$ cat src/rtl/uart_pkg.sv
// Shared types and register map for the memory-mapped UART transmitter.
package uart_pkg;

  typedef enum logic [1:0] {
    StIdle,
    StStart,
    StData,
    StStop
  } tx_state_e;

  localparam logic [31:0] REG_TXDATA = 32'h0000_0000;
  localparam logic [31:0] REG_STATUS = 32'h0000_0004;

  localparam int unsigned ST_BUSY  = 0;
  localparam int unsigned ST_FULL  = 1;
  localparam int unsigned ST_EMPTY = 2;
  localparam int unsigned ST_OVF   = 3;

endpackage

$ cat src/rtl/uart_tx_fifo.sv
// Synchronous byte FIFO with free-running wrapping pointers and an occupancy count.
module uart_tx_fifo
  import uart_pkg::*;
#(
  parameter int unsigned DEPTH = 8
) (
  input  logic                       clk_i,
  input  logic                       reset_i,
  input  logic                       push_i,
  input  logic [7:0]                 wdata_i,
  input  logic                       pop_i,
  output logic [7:0]                 rdata_o,
  output logic                       full_o,
  output logic                       empty_o,
  output logic [$clog2(DEPTH):0]     count_o
);

  localparam int unsigned AW = $clog2(DEPTH);

  logic [7:0]    mem_q [DEPTH];
  logic [AW-1:0] wr_ptr_q, rd_ptr_q;
  logic [AW:0]   count_q;

  always_ff @(posedge clk_i) begin
    if (reset_i) begin
      wr_ptr_q <= '0;
      rd_ptr_q <= '0;
      count_q  <= '0;
    end else begin
      if (push_i) begin
        mem_q[wr_ptr_q] <= wdata_i;
        wr_ptr_q        <= wr_ptr_q + 1'b1;
      end
      if (pop_i) begin
        rd_ptr_q <= rd_ptr_q + 1'b1;
      end
      case ({push_i, pop_i})
        2'b10:   count_q <= count_q + 1'b1;
        2'b01:   count_q <= count_q - 1'b1;
        default: count_q <= count_q;
      endcase
    end
  end

  assign rdata_o = mem_q[rd_ptr_q];
  assign full_o  = (count_q == (AW + 1)'(DEPTH));
  assign empty_o = (count_q == '0);
  assign count_o = count_q;

endmodule

$ cat src/rtl/uart_tx_mmio.sv
// Bus-attached UART transmitter: TXDATA/STATUS decode, TX FIFO, and an 8N1 shift FSM
// whose line output is always taken from a flop.
module uart_tx_mmio
  import uart_pkg::*;
#(
  parameter int unsigned CLK_FREQ   = 50_000_000,
  parameter int unsigned BAUD       = 115_200,
  parameter logic [31:0] BASE_ADDR  = 32'h1000_0000,
  parameter int unsigned FIFO_DEPTH = 8
) (
  input  logic        clk,
  input  logic        reset,
  input  logic [31:0] mem_addr,
  input  logic [31:0] mem_wdata,
  input  logic        mem_w_enable,
  input  logic        mem_r_enable,
  output logic [31:0] mem_rdata,
  output logic        sel_hit,
  output logic        txd,
  output logic        tx_busy
);

  localparam int unsigned CLKS_PER_BIT = CLK_FREQ / BAUD;
  localparam int unsigned TW           = $clog2(CLKS_PER_BIT);
  localparam int unsigned CW           = $clog2(FIFO_DEPTH) + 1;
  localparam logic [TW-1:0] TimerLoad  = TW'(CLKS_PER_BIT - 1);
  localparam logic [CW-1:0] FifoCap    = CW'(FIFO_DEPTH);
  localparam logic [29:0] TxdataWord   = 30'((BASE_ADDR + REG_TXDATA) >> 2);
  localparam logic [29:0] StatusWord   = 30'((BASE_ADDR + REG_STATUS) >> 2);

  logic          hit_tx, hit_st, wr_tx, wr_st, rd_hit;
  logic          fifo_push, fifo_pop, fifo_full, fifo_empty;
  logic [7:0]    fifo_rdata;
  logic [CW-1:0] fifo_count;
  logic [31:0]   status;
  logic          overflow_q, sel_hit_q;
  logic [31:0]   rdata_q;

  tx_state_e     state_q, state_d;
  logic [TW-1:0] timer_q, timer_d;
  logic [7:0]    shift_q, shift_d;
  logic [2:0]    bit_q, bit_d;
  logic          txd_q, txd_d;

  logic unused_bits;
  assign unused_bits = ^{mem_wdata[31:8], mem_addr[1:0]};

  assign hit_tx = (mem_addr[31:2] == TxdataWord);
  assign hit_st = (mem_addr[31:2] == StatusWord);
  assign wr_tx  = mem_w_enable & hit_tx;
  assign wr_st  = mem_w_enable & hit_st;
  // A simultaneous write takes priority, so the read is squashed.
  assign rd_hit = mem_r_enable & ~mem_w_enable & (hit_tx | hit_st);

  // A full FIFO still accepts when the FSM pops in the same cycle.
  assign fifo_push = wr_tx & ((fifo_count < FifoCap) | fifo_pop);

  uart_tx_fifo #(
    .DEPTH (FIFO_DEPTH)
  ) u_fifo (
    .clk_i   (clk),
    .reset_i (reset),
    .push_i  (fifo_push),
    .wdata_i (mem_wdata[7:0]),
    .pop_i   (fifo_pop),
    .rdata_o (fifo_rdata),
    .full_o  (fifo_full),
    .empty_o (fifo_empty),
    .count_o (fifo_count)
  );

  always_comb begin
    status           = '0;
    status[ST_BUSY]  = tx_busy;
    status[ST_FULL]  = fifo_full;
    status[ST_EMPTY] = fifo_empty;
    status[ST_OVF]   = overflow_q;
  end

  always_ff @(posedge clk) begin
    if (reset) begin
      overflow_q <= 1'b0;
      sel_hit_q  <= 1'b0;
      rdata_q    <= '0;
    end else begin
      if (wr_tx && !fifo_push) begin
        overflow_q <= 1'b1;
      end else if (wr_st && mem_wdata[ST_OVF]) begin
        overflow_q <= 1'b0;
      end
      sel_hit_q <= rd_hit;
      rdata_q   <= (rd_hit && hit_st) ? status : '0;
    end
  end

  // State register.
  always_ff @(posedge clk) begin
    if (reset) begin
      state_q <= StIdle;
      timer_q <= '0;
      shift_q <= '0;
      bit_q   <= '0;
      txd_q   <= 1'b1;
    end else begin
      state_q <= state_d;
      timer_q <= timer_d;
      shift_q <= shift_d;
      bit_q   <= bit_d;
      txd_q   <= txd_d;
    end
  end

  // Next-state logic.
  always_comb begin
    state_d  = state_q;
    timer_d  = timer_q;
    shift_d  = shift_q;
    bit_d    = bit_q;
    fifo_pop = 1'b0;
    unique case (state_q)
      StIdle: begin
        if (!fifo_empty) begin
          fifo_pop = 1'b1;
          shift_d  = fifo_rdata;
          timer_d  = TimerLoad;
          state_d  = StStart;
        end
      end
      StStart: begin
        if (timer_q == '0) begin
          timer_d = TimerLoad;
          bit_d   = '0;
          state_d = StData;
        end else begin
          timer_d = timer_q - 1'b1;
        end
      end
      StData: begin
        if (timer_q == '0) begin
          timer_d = TimerLoad;
          if (bit_q == 3'd7) begin
            state_d = StStop;
          end else begin
            bit_d   = bit_q + 1'b1;
            shift_d = shift_q >> 1;
          end
        end else begin
          timer_d = timer_q - 1'b1;
        end
      end
      StStop: begin
        if (timer_q == '0) begin
          state_d = StIdle;
        end else begin
          timer_d = timer_q - 1'b1;
        end
      end
      default: state_d = StIdle;
    endcase
  end

  // Outputs: the line level is computed from the next state so the flop lines up with it.
  always_comb begin
    txd_d   = 1'b1;
    tx_busy = (state_q != StIdle);
    unique case (state_d)
      StStart: txd_d = 1'b0;
      StData:  txd_d = shift_d[0];
      default: txd_d = 1'b1;
    endcase
  end

  assign mem_rdata = rdata_q;
  assign sel_hit   = sel_hit_q;
  assign txd       = txd_q;

endmodule

$ cat config.mk
export PLATFORM = sky130hd
export DESIGN_NAME = uart_tx_mmio
export DESIGN_NICKNAME = d
export VERILOG_FILES = /design/src/rtl/uart_pkg.sv /design/src/rtl/uart_tx_fifo.sv /design/src/rtl/uart_tx_mmio.sv
export SDC_FILE = /design/constraint.sdc
export NUM_CORES = 1
export LEC_CHECK = 0
export BUFFER_PORTS_ARGS = -buffer_cell sky130_fd_sc_hd__buf_2
export CORE_MARGIN = 10
export CORE_UTILIZATION = 43
export CTS_BUF_LIST = sky130_fd_sc_hd__clkbuf_4 sky130_fd_sc_hd__clkbuf_8
export DETAILED_ROUTE_END_ITERATION = 8
export PLACE_DENSITY_LB_ADDON = 0.3
export RECOVER_POWER = 100
export SLEW_MARGIN = 30
export SYNTH_ARGS = -nofsm -noshare
export SYNTH_HDL_FRONTEND = slang
export SYNTH_SLANG_ARGS = --single-unit
export TNS_END_PERCENT = 10
$ cat constraint.sdc
create_clock -name clk -period 6.42 [get_ports clk]
set_clock_uncertainty 0.1 [all_clocks]
set_input_delay 0.642 -clock clk [delete_from_list [all_inputs] [get_ports clk]]
set_output_delay 0.642 -clock clk [all_outputs]
set_load 0.02 [all_outputs]
# Word level (Yosys, flattened, before mapping)
# Memory sizes are Yosys's and may differ from the RTL's. A register that Yosys moved wholly into a read port is not among the register bits.
# Cells that the tools add are included.
[classes] add_sub_neg=6 mul=0 n_div=0 order_cmp=1 eq_ne=16 n_shift=0 mux=29 bitwise_logic=9 n_reduce_logical=17
[ops] op="30-bit by 27-bit == test with 1-bit output (second input constant)" count=2
[ops] op="9-bit 2-to-1 mux" count=3
[ops] op="9-bit case mux with 3 select lines" count=1
[ops] op="8-bit 2-to-1 mux" count=3
[ops] op="8-bit case mux with 2 select lines" count=1
[ops] op="3-bit 2-to-1 mux" count=5
[ops] op="2-bit 2-to-1 mux" count=5
[ops] op="2-bit inequality test (second input constant)" count=5
[ops] op="2-bit nonzero test" count=5
[ops] op="3-bit by 1-bit adder with 3-bit output (second input constant)" count=3
[ops] op="9-bit zero test" count=1
[ops] op="9-bit by 1-bit subtractor with 9-bit output (second input constant)" count=1
[ops] op="2-bit == test (second input constant)" count=4
[ops] op="2-bit case mux with 4 select lines" count=1
[ops] op="4-bit case mux with 2 select lines" count=1
[ops] op="4-bit AND reduction" count=2
[ops] op="1-bit 2-to-1 mux" count=7
[ops] op="2-bit by 1-bit == test with 1-bit output (second input constant)" count=3
[ops] op="3-bit case mux with 2 select lines" count=1
[ops] op="1-bit bitwise AND" count=5
[ops] op="4-bit by 1-bit adder with 4-bit output (second input constant)" count=1
[ops] op="4-bit == test (second input constant)" count=1
[ops] op="4-bit zero test" count=1
[ops] op="4-bit less-than comparator (second input constant)" count=1
[ops] op="other kinds (10)" count=15
[totals] reg_bits=67 latch_bits=0 ram_bits=64 mem_bits_ro=0 in_bits=68 output_inout_bits=35 memories=1
[memory_table] memory="u_fifo.mem_q" depth=8 width=8 read_ports=1 rd_clocked_by_memory_dff=1 write_ports=1 line_no="uart_tx_fifo.sv:20" rtl="logic [7:0] mem_q [DEPTH];"

# Depth between registers and ports, before layout
[depth] word_depth=8 mapped_depth=13

# Cells and area by module
# Synthesis repeated with hierarchy kept, for this count alone.
[hier_totals] cells_unflattened=381 hier_area_um2=5004.8
[by_module_without_submodules] mod="uart_tx_fifo" n_inst=1 cells_per_inst=165 area_each_um2=3115.5 seq_area_each_um2=2182.1
[by_module_without_submodules] mod="uart_tx_mmio" n_inst=1 cells_per_inst=216 area_each_um2=1889.3 seq_area_each_um2=580.6

# Least setup slack after synthesis
# No wires, ideal clock.
[synth_path] kind="input port to flip-flop" startpoint="in mem_addr[26]" endpoint="mem u_fifo.mem_q[2][0], enable pin" arrival_time_ns=2.573 t_required_ns=5.925 slack_ns=3.352 cell_stages=5 path_buffers=0 path_cell_list="nor4b_1 nand4_1 nor4b_4 nand2_1 nor4_1"
[synth_via] elab_chain_len=6
[synth_lines] item="start: declaration" line_no="uart_tx_mmio.sv:13" rtl="input logic [31:0] mem_addr,"
[synth_lines] item="30-bit by 27-bit == test with 1-bit output" line_no="uart_tx_mmio.sv:48" rtl="assign hit_tx = (mem_addr[31:2] == TxdataWord);"
[synth_lines] item="1-bit bitwise AND" line_no="uart_tx_mmio.sv:50" rtl="assign wr_tx = mem_w_enable & hit_tx;"
[synth_lines] item="1-bit bitwise AND" line_no="uart_tx_mmio.sv:56" rtl="assign fifo_push = wr_tx & ((fifo_count < FifoCap) | fifo_pop);"
[synth_lines] item="1-bit 2-to-1 mux" line_no="uart_tx_fifo.sv:30" rtl="if (push_i) begin"
[synth_lines] item="1-bit 2-to-1 mux" line_no="uart_tx_fifo.sv:25" rtl="if (reset_i) begin"
[synth_lines] item="1-bit 2-to-1 mux (implied by the code)" line_no="uart_tx_fifo.sv:31" rtl="mem_q[wr_ptr_q] <= wdata_i;"
[synth_lines] item="end: declaration" line_no="uart_tx_fifo.sv:20"
# No other way between the ends.

# Worst setup path in the final report
[layout_path] startpoint="reg state_q[0]" endpoint="mem u_fifo.mem_q[6][0], enable pin"
[layout_via] elab_chain_len=7
[layout_lines] item="start: declaration" line_no="uart_tx_mmio.sv:39" rtl="tx_state_e state_q, state_d;"
[layout_lines] item="start signal: assignment" line_no="uart_tx_mmio.sv:99" rtl="state_q <= StIdle;"
[layout_lines] item="start signal: assignment" line_no="uart_tx_mmio.sv:105" rtl="state_q <= state_d;"
[layout_lines] item="2-bit zero test" line_no="uart_tx_mmio.sv:120" rtl="unique case (state_q)"
[layout_lines] item="1-bit 2-to-1 mux" line_no="uart_tx_mmio.sv:120"
[layout_lines] item="1-bit OR" line_no="uart_tx_mmio.sv:56"
[layout_lines] item="1-bit bitwise AND" line_no="uart_tx_mmio.sv:56"
[layout_lines] item="1-bit 2-to-1 mux" line_no="uart_tx_fifo.sv:30"
[layout_lines] item="1-bit 2-to-1 mux" line_no="uart_tx_fifo.sv:25"
[layout_lines] item="1-bit 2-to-1 mux (implied by the code)" line_no="uart_tx_fifo.sv:31"
# No other way between the ends.

==> flow_summary.json <==
{
  "wl_per_cell_um": 16.3,
  "reg2reg_depth": 7,
  "tns_ns": 0,
  "ctsResizeCount": 0,
  "synth_edf_count": 64,
  "grt-ovfl-total": 0,
  "core-area_um2": 10900,
  "worstSetupPathType": "reg2reg",
  "dpl.hpwl_um": 6660,
  "firstDrtPassIters": 4,
  "nNetsFinal": 512,
  "crit_fanout": 13,
  "diodes": 0,
  "grtUsageTotal_pct": 11.9,
  "cts_buffers": 9,
  "clock_sinks": 106,
  "violations": "capacitance limit, slew limit",
  "min_to": "mem_rdata[3]",
  "syn-cell-area_um2": 4800,
  "power_uw": 1160,
  "start_util_pct": 44.1,
  "clk_latency_ns": 0.38,
  "synth_largest_area_cell": "edfxtp_1",
  "cts_tree": "done",
  "vias": 2993,
  "finalSetupViolations": 0,
  "totalWireLength_um": 9400,
  "syn_avg_cell_area_um2": 12.5,
  "place.gp.congestion": 0.804,
  "boundaryPins": 103,
  "clk_pin_slew_worst_paths_ns": 0.10,
  "final-hold-violation-count": 0,
  "hold_depth": 2,
  "r2r_end": "u_fifo.mem_q[6][0]",
  "pwr_density_cell_nw_per_um2": 224,
  "cap_viol_max_count": 2,
  "tightest_slew_ns": 1.78,
  "grt_max_degree": 25,
  "fp-row-count": 38,
  "timing.fmax_ghz": 0.231,
  "max_slew_margin_pct": -20.5,
  "drc": 0,
  "drive_gt1_share_pct": 17.2,
  "root_buffer": "clkbuf_8",
  "cts.htree.levels": 3,
  "post_cts_buffers": 0,
  "startpoint_type": "flop",
  "slowest_stage": "nor3_1",
  "reg2reg_slack_ns": 2.10,
  "grt_pass1_wl_um": 15400,
  "final_cells": 576,
  "yosys.area.top_type_share_pct": 40.0,
  "die_area_um2": 15800,
  "fin_crit_ns": 4.32,
  "synth_ff_type": "edfxtp_1",
  "fin_crit_sh_pct": 67.3,
  "syn_inst": 384,
  "hp-class": "reg2reg",
  "reg2reg_from": "state_q[0]",
  "rsz0062_at_grt": "no",
  "critPathMaxStageDelay_ns": 1.27,
  "drt-vias-per-instance": 5.20,
  "p_leak_uw": 0.00180,
  "cp_cell_sequence": "inv_1 > ha_1 > nor2b_1 > nor2_1 > nor4b_1 > nand2_1 > nor3_1",
  "die_h_um": 126,
  "slew_viol_final": 22,
  "ctsHoldBuffers": 0,
  "antenna_found_initial": 0,
  "cp.required_ns": 6.31,
  "areaGrowthSynthToFinish_pct": 7.89,
  "drt_iter0_markers": 173,
  "hold_start": "overflow_q",
  "async_reset_ff_share_pct": 0,
  "arrival_ns": 4.21,
  "ys_seq_area_share_pct": 57.5,
  "holdWs_ns": 0.370,
  "cts_buffer_depth": 2,
  "ant_nets": 0,
  "grt_pass1_vias": 3000,
  "port_buffers": 48,
  "place_inst": 560,
  "status": "finished, violations left",
  "ys_seq_elements": 106,
  "ys_warn_count": 0,
  "worst_setup_path_end_kind": "flop",
  "synth_cell_types": 54,
  "synthTopCellsByArea": "edfxtp_1, dfxtp_1, mux4_2, buf_4, ha_1",
  "die_x_um": 126,
  "ir_worst_vdd_v": 0.000159
}
## where the power goes
part / internal [µW] / switching [µW]
logic: 9.31 / 28.3
registers: 719 / 0.00000872
clock network: 153 / 252
total: 882 / 280
## through the flow
| step | cell area (µm²) | setup slack, ns | util, % |
|---|---|---|---|
| finish | 5180 | 2.10 | 47.6 |
| CTS | 5260 | 3.19 | 48.3 |
| global route | 5180 | 1.63 | 47.6 |
| global placement | 5060 | 3.05 | 46.5 |
| floorplan | 4900 | 3.35 | - |
| detailed placement | 5060 | 2.95 | 46.5 |
## final cells by class
type,instances,area [µm²]
inverters,11,41.3
multi-input cells,252,1770
fillers,986,5710
clock buffers,9,124
well taps,140,175
repair buffers,51,231
clock inverters,7,71.3
flip-flops and latches,106,2760
## cells by family (layout without fill, tap and decap cells)
logic type,Yosys count,in the layout,share of synthesized area [%]
flip-flops,106,106,57.5
other,1,28,0.0781
buffers and inverters,53,78,6.85
multiplexers,27,27,9.82
AND/OR/NAND/NOR,104,104,11.5
XOR/XNOR,11,11,2.01
adder cells (fa/ha/maj),13,13,3.39
AO/OA/AOI/OAI,69,69,8.81
## worst max-delay path by stage
stage,start,end,cells after the start
final,state_q[0],u_fifo.mem_q[6][0],7
after global routing,state_q[0],u_fifo.mem_q[6][1],7
after CTS,state_q[0],u_fifo.count_o[2],13
after detailed placement,mem_addr[26],u_fifo.count_o[2],12
after global placement,mem_addr[26],u_fifo.count_o[2],12
after floorplan,mem_addr[26],u_fifo.mem_q[2][0],5
## critical path: cells and delay by family, from the launching register on
kind	cells	cell delay, ns
buffers and inverters	1	0.11
AND/OR/NAND/NOR	5	2.91
flip-flops	1	0.36
adder cells (fa/ha/maj)	1	0.45
## placed cells by master, fill, tap and decap left out, drive strengths merged, types with 5 or more instances in the layout
cell | netlist | routed
edfxtp | 64 | 64
dfxtp | 42 | 42
nor2 | 41 | 41
buf | 34 | 32
a21oi | 31 | 31
conb | 1 | 28
clkbuf | 8 | 28
o21ai | 20 | 20
mux4 | 16 | 16
inv | 11 | 15
nand2 | 13 | 13
ha | 13 | 13
nor4 | 11 | 11
mux2i | 10 | 10
nor3 | 8 | 8
xor2 | 7 | 7
nand3 | 5 | 5
## flip-flops by register name, indices dropped and copies added (netlist names), named ones only
register	flops
bit_q	3
mem_rdata	4
overflow_q	1
sel_hit	1
shift_q	8
state_q	2
timer_q	9
txd	1
u_fifo.count_o	4
u_fifo.mem_q	64
u_fifo.rd_ptr_q	3
u_fifo.wr_ptr_q	3
## Yosys cell counts (3+ instances only)
cell,count
a21oi_1,27
a21oi_2,4
and2_1,3
buf_2,3
buf_4,29
clkbuf_1,7
dfxtp_1,42
edfxtp_1,64
ha_1,13
inv_1,11
mux2i_1,10
mux4_2,16
nand2_1,13
nand3_1,5
nor2_1,41
nor2b_1,3
nor3_1,8
nor4_1,11
o21ai_0,15
o21ai_1,5
o22ai_1,3
xnor2_1,4
xor2_1,7
## layer usage
| metal | part of all wire (%) | track usage (%) | wire length [µm] | vias to the layer above |
|---|---|---|---|---|
| met1 | 41 | 13.3 | 3840 | 1457 |
| met5 | 0 | 0 | 0 | - |
| met4 | 1.1 | 3.39 | 106 | 0 |
| li1 | - | - | - | 1469 |
| met2 | 53 | 21.0 | 4980 | 54 |
| met3 | 4.9 | 3.82 | 464 | 13 |
Power figures use the tool's default switching activity.
